--- src/rtl/reg_file.sv ---
// 32 x 32-bit register file with two combinational read ports, x0 hard-wired to zero,
// and a valid/ready dump streamer. Define RF_BYPASS_EN for write-to-read forwarding.
package riscv_32i_defs_pkg;
  localparam int XLEN          = 32;
  localparam int RF_DEPTH      = 32;
  localparam int RF_ADDR_WIDTH = 5;

  typedef logic [XLEN-1:0]          word_t;
  typedef logic [RF_ADDR_WIDTH-1:0] rf_addr_t;

  localparam rf_addr_t X0 = '0;
endpackage

module reg_file
  import riscv_32i_defs_pkg::*;
(
  input  logic                     clk,
  input  logic                     rst,
  input  logic                     wr_en,
  input  logic [RF_ADDR_WIDTH-1:0] wr_addr,
  input  logic [XLEN-1:0]          wr_data,
  input  logic [RF_ADDR_WIDTH-1:0] rs1_addr,
  output logic [XLEN-1:0]          rs1_data,
  input  logic [RF_ADDR_WIDTH-1:0] rs2_addr,
  output logic [XLEN-1:0]          rs2_data,
  input  logic                     dump_start,
  input  logic                     dump_ready,
  output logic                     dump_valid,
  output logic [RF_ADDR_WIDTH-1:0] dump_addr,
  output logic [XLEN-1:0]          dump_data,
  output logic                     dump_busy,
  output logic                     dump_done
);

  // Dump handshake: a word transfers at any rising edge where dump_valid and
  // dump_ready are both 1; while dump_valid=1 and dump_ready=0 the word holds.
  typedef enum logic [1:0] {
    IDLE   = 2'd0,
    STREAM = 2'd1,
    DONE   = 2'd2
  } dump_state_t;

  localparam rf_addr_t LAST_ADDR = rf_addr_t'(RF_DEPTH - 1);

  dump_state_t state;
  word_t       regs [RF_DEPTH];
  logic        wr_act;
  rf_addr_t    next_addr;
  word_t       cap_data;

  assign wr_act    = wr_en && (wr_addr != X0);
  assign next_addr = dump_addr + rf_addr_t'(1);

  always_comb begin
    rs1_data = (rs1_addr == X0) ? '0 : regs[rs1_addr];
    rs2_data = (rs2_addr == X0) ? '0 : regs[rs2_addr];
    cap_data = regs[next_addr];
`ifdef RF_BYPASS_EN
    if (wr_act && (wr_addr == rs1_addr)) rs1_data = wr_data;
    if (wr_act && (wr_addr == rs2_addr)) rs2_data = wr_data;
    if (wr_act && (wr_addr == next_addr)) cap_data = wr_data;
`endif
  end

  // Entry 0 is cleared on reset and never written, so it stays zero.
  always_ff @(posedge clk) begin
    if (rst) begin
      for (int i = 0; i < RF_DEPTH; i++) regs[i] <= '0;
    end else if (wr_act) begin
      regs[wr_addr] <= wr_data;
    end
  end

  always_ff @(posedge clk) begin
    if (rst) begin
      state      <= IDLE;
      dump_valid <= 1'b0;
      dump_busy  <= 1'b0;
      dump_done  <= 1'b0;
      dump_addr  <= '0;
      dump_data  <= '0;
    end else begin
      case (state)
        IDLE: begin
          dump_done <= 1'b0;
          if (dump_start) begin
            state      <= STREAM;
            dump_valid <= 1'b1;
            dump_busy  <= 1'b1;
            dump_addr  <= X0;
            dump_data  <= '0;
          end
        end
        STREAM: begin
          if (dump_ready) begin
            if (dump_addr == LAST_ADDR) begin
              state      <= DONE;
              dump_valid <= 1'b0;
              dump_busy  <= 1'b0;
              dump_done  <= 1'b1;
            end else begin
              dump_addr <= next_addr;
              dump_data <= cap_data;
            end
          end
        end
        DONE: begin
          state     <= IDLE;
          dump_done <= 1'b0;
        end
        default: begin
          state      <= IDLE;
          dump_valid <= 1'b0;
          dump_busy  <= 1'b0;
          dump_done  <= 1'b0;
        end
      endcase
    end
  end

endmodule

--- config.mk ---
export PLATFORM = sky130hd
export DESIGN_NAME = reg_file
export DESIGN_NICKNAME = d
export VERILOG_FILES = /design/src/rtl/reg_file.sv
export SDC_FILE = /design/constraint.sdc
export NUM_CORES = 2
export LEC_CHECK = 0
export BUFFER_PORTS_ARGS = -buffer_cell sky130_fd_sc_hd__buf_2
export CAP_MARGIN = 20
export CORE_MARGIN = 4
export CORE_UTILIZATION = 45
export DETAILED_ROUTE_END_ITERATION = 8
export PLACE_DENSITY_LB_ADDON = 0.25
export SETUP_SLACK_MARGIN = 0.1
export SYNTH_ARGS = -nofsm -noshare
export SYNTH_HDL_FRONTEND = slang
export SYNTH_SLANG_ARGS = --single-unit
--- constraint.sdc ---
create_clock -name clk -period 2.7 [get_ports clk]
set_input_delay 0.405 -clock clk [delete_from_list [all_inputs] [get_ports clk]]
set_output_delay 0.405 -clock clk [all_outputs]
set_load 0.05 [all_outputs]
==> results.toml <==
[logic_synthesis]
yosysTopAreaCellShare = 0.482
yosysTopAreaCell = "edfxtp_1"
synth_cell_type_count = 36
syn_inst = 3978
ys_ff_latch = 1065
synth_edf_count = 1024
async_reset_ff_frac = 0
ys_seq_area_frac = 0.495
ys.flop_type = "edfxtp_1"
ys.warnings.count = 0
synth_area_leaders = "edfxtp_1 (48%), mux4_2 (32%), and2_1 (9.7%)"
avgSynthCellArea_um2 = 16.0
synth_area_um2 = 63800

[detailed_routing]
drt-initial-drc-count = 7493
viasPerCell = 6.90
ant_nets = 0
drc = 0
dr.pass1.iters = 6
dr_total_vias = 43100
wl_mm = 244
wl_per_cell_um = 39.1

[floorplanning]
die_area_um2 = 148000
start_util = 0.455
die_w_um = 385
fp.coreArea_um2 = 140000
ios = 156
die_h_um = 385
rows = 137

[critical_path]
crit_slowest_cell = "mux4_2"
cp_num_buf_inv = 2
cpPeakStageDelay_ns = 0.50
cp.arrival_ns = 2.82
path_delay_family = "multiplexers"
crit_path_end_kind = "primary output"
critical_path_class = "flip-flop to primary output"
path_cells = "mux4_2 > mux4_2 > mux2i_4 > buf_6 > nor2_1 > buf_6"
worst_ep_required_time_ns = 2.30
worstPathMaxFanout = 3
critical_path.startpoint_type = "flip-flop"

[final_layout]
nNetsFinal = 4302
n_fill_cell = 11200
fin_area_um2 = 75200
final_cell_mix = "edfxtp_1 (1024), and2_1 (992), mux4_2 (896)"
syn_to_final_growth_pct = 17.9
seqCellArea_um2 = 31600
drive_gt1_frac = 0.428
layout_commonest_cell = "edfxtp_1"
finalCoreUtilization = 0.536
multiInputGateArea_um2 = 31200

[placement]
gp_congestion = 0.868
placed_area_um2 = 70300
place_worst_setup_slack_ns = -0.683
place_hpwl_mm = 148
numPortBuffers = 155

[timing]
min_period_ns = 3.22
slew_headroom = 0.379
fin_ws_ns = -0.524
tightest_slew_ns = 0.932
finalMaxSlewViolations = 0
finalSetupViolCount = 64
fin_crit_sh = 1.19
rsz0062_at_grt = "true"
hold_violations = 0
fin_worst_skew_ns = 0.0264
fmax_mhz = 310

[global_route]
first_global_vias = 42400
met2_usage = 0.495
grt_pass1_wl_mm = 336
met3_usage = 0.102
grt_max_degree = 41
grt_usage = 0.329
top_usage_layer = "met2"
antenna_found_initial = 39
use_met1 = 0.436
overflow = 0

[cts]
clkSlewWorstSetupHoldPaths_ns = 0.06
clk_path_buf_depth = 3
root_buffer = "clkbuf_16"
cts_tree = "yes"
numCtsBuffers = 115
clock-sinks = 1065
worstSkewPairLatency_ns = 0.75
ctsHtreeMaxLevel = 3

[status]
violations = "negative setup slack"
status = "complete, but fails checks"

[power]
p_total_mw = 43.6
powerDensity_nw_per_um2 = 579
p_leak_nw = 25.3
irDropWorstVdd_mv = 0.614

[worst_hold_path]
hold_class = "input pin to flip-flop"

[run]
max_cap_violations = 0
-- power breakdown --
part	internal (mW)	leakage [nW]	switching, mW
Clock	8.72	1.80	6.85
Combinational	3.90	13.5	4.37
Sequential	19.0	10.1	0.705
-- final cells by class --
| class | count | area share |
|---|---|---|
| sequential | 1065 | 0.420 |
| multi-input combinational | 2491 | 0.415 |
| timing repair buffer | 574 | 0.0846 |
| clock buffer | 150 | 0.0418 |
| tap | 1876 | 0.0312 |
| clock inverter | 65 | 0.00652 |
| antenna | 21 | 0.000699 |
| inverter | 1 | 0.0000499 |
-- kinds of logic after synthesis --
kind of cell | count (synthesis) | share of synthesized area
simple gates | 1291 | 0.118
buf+inv | 453 | 0.0307
mux | 1089 | 0.348
other cells | 1 | 0.0000588
compound gates | 74 | 0.00784
xor+xnor | 3 | 0.000412
fa+ha+maj | 2 | 0.000392
flops | 1065 | 0.495
-- repair_timing --
action,CTS,global route
buffers inserted,8,22
hold buffers,1,0
hold endpoints to repair,3,0
gates cloned,0,2
pin swaps,1,6
gates resized for setup,196,39
setup endpoints to repair,77,91
-- path summary, 6_finish.rpt --
check / slack (ns) / endpoint / from / cells past startpoint
worst max-delay path: -0.52 / rs2_data[7] / regs[3][7] / 6
worst min-delay path: 0.1 / dump_busy / dump_start / 5
worst max register to register: 0.12 / dump_data[3] / dump_addr[0] / 11
worst min register to register: 0.48 / dump_data[27] / dump_data[27] / 2
-- registers in the layout (all words and copies together) (netlist names) --
| name | flops |
|---|---|
| state | 2 |
| regs | 1024 |
| dump_data | 32 |
| dump_done | 1 |
| dump_busy | 1 |
| dump_addr | 5 |
-- routing by layer --
layer	routed length (µm)	part of all wire
met2	110000	0.45
met1	84300	0.35
met3	35000	0.14
met4	14300	0.058
met5	37	0.00015
-- per-stage QoR --
stage	hold WS, ns	std cells	setup TNS (ns)
4_1_cts	0.0530	6198	-27.87
3_3_place_gp	0.464	5974	-23.26
2_1_floorplan	0.504	4009	0
5_1_grt	0.114	6225	-30.01
3_5_place_dp	0.472	5974	-23.47
6_report	0.0974	6243	-26.11
-- cell usage after synthesis, types with 4 or more instances --
master,number
nor2_1,106
nand3_1,35
mux2_2,62
nand2_1,102
buf_6,7
clkbuf_1,283
mux4_2,896
nor2b_1,4
a22oi_1,34
edfxtp_1,1024
or2_2,31
mux2i_1,129
buf_2,95
nand3b_1,6
buf_1,43
and2_1,994
buf_4,24
dfxtp_1,41
a21oi_1,5
a31oi_1,32
-- worst min-delay path, cell delays in order --
cell	delay [ns]
buf_2	0.08
nand2_1	0.06
a21oi_1	0.13
a21oi_1	0.05
nor2_1	0.07
Note: power is estimated with default switching activity, not from simulation.
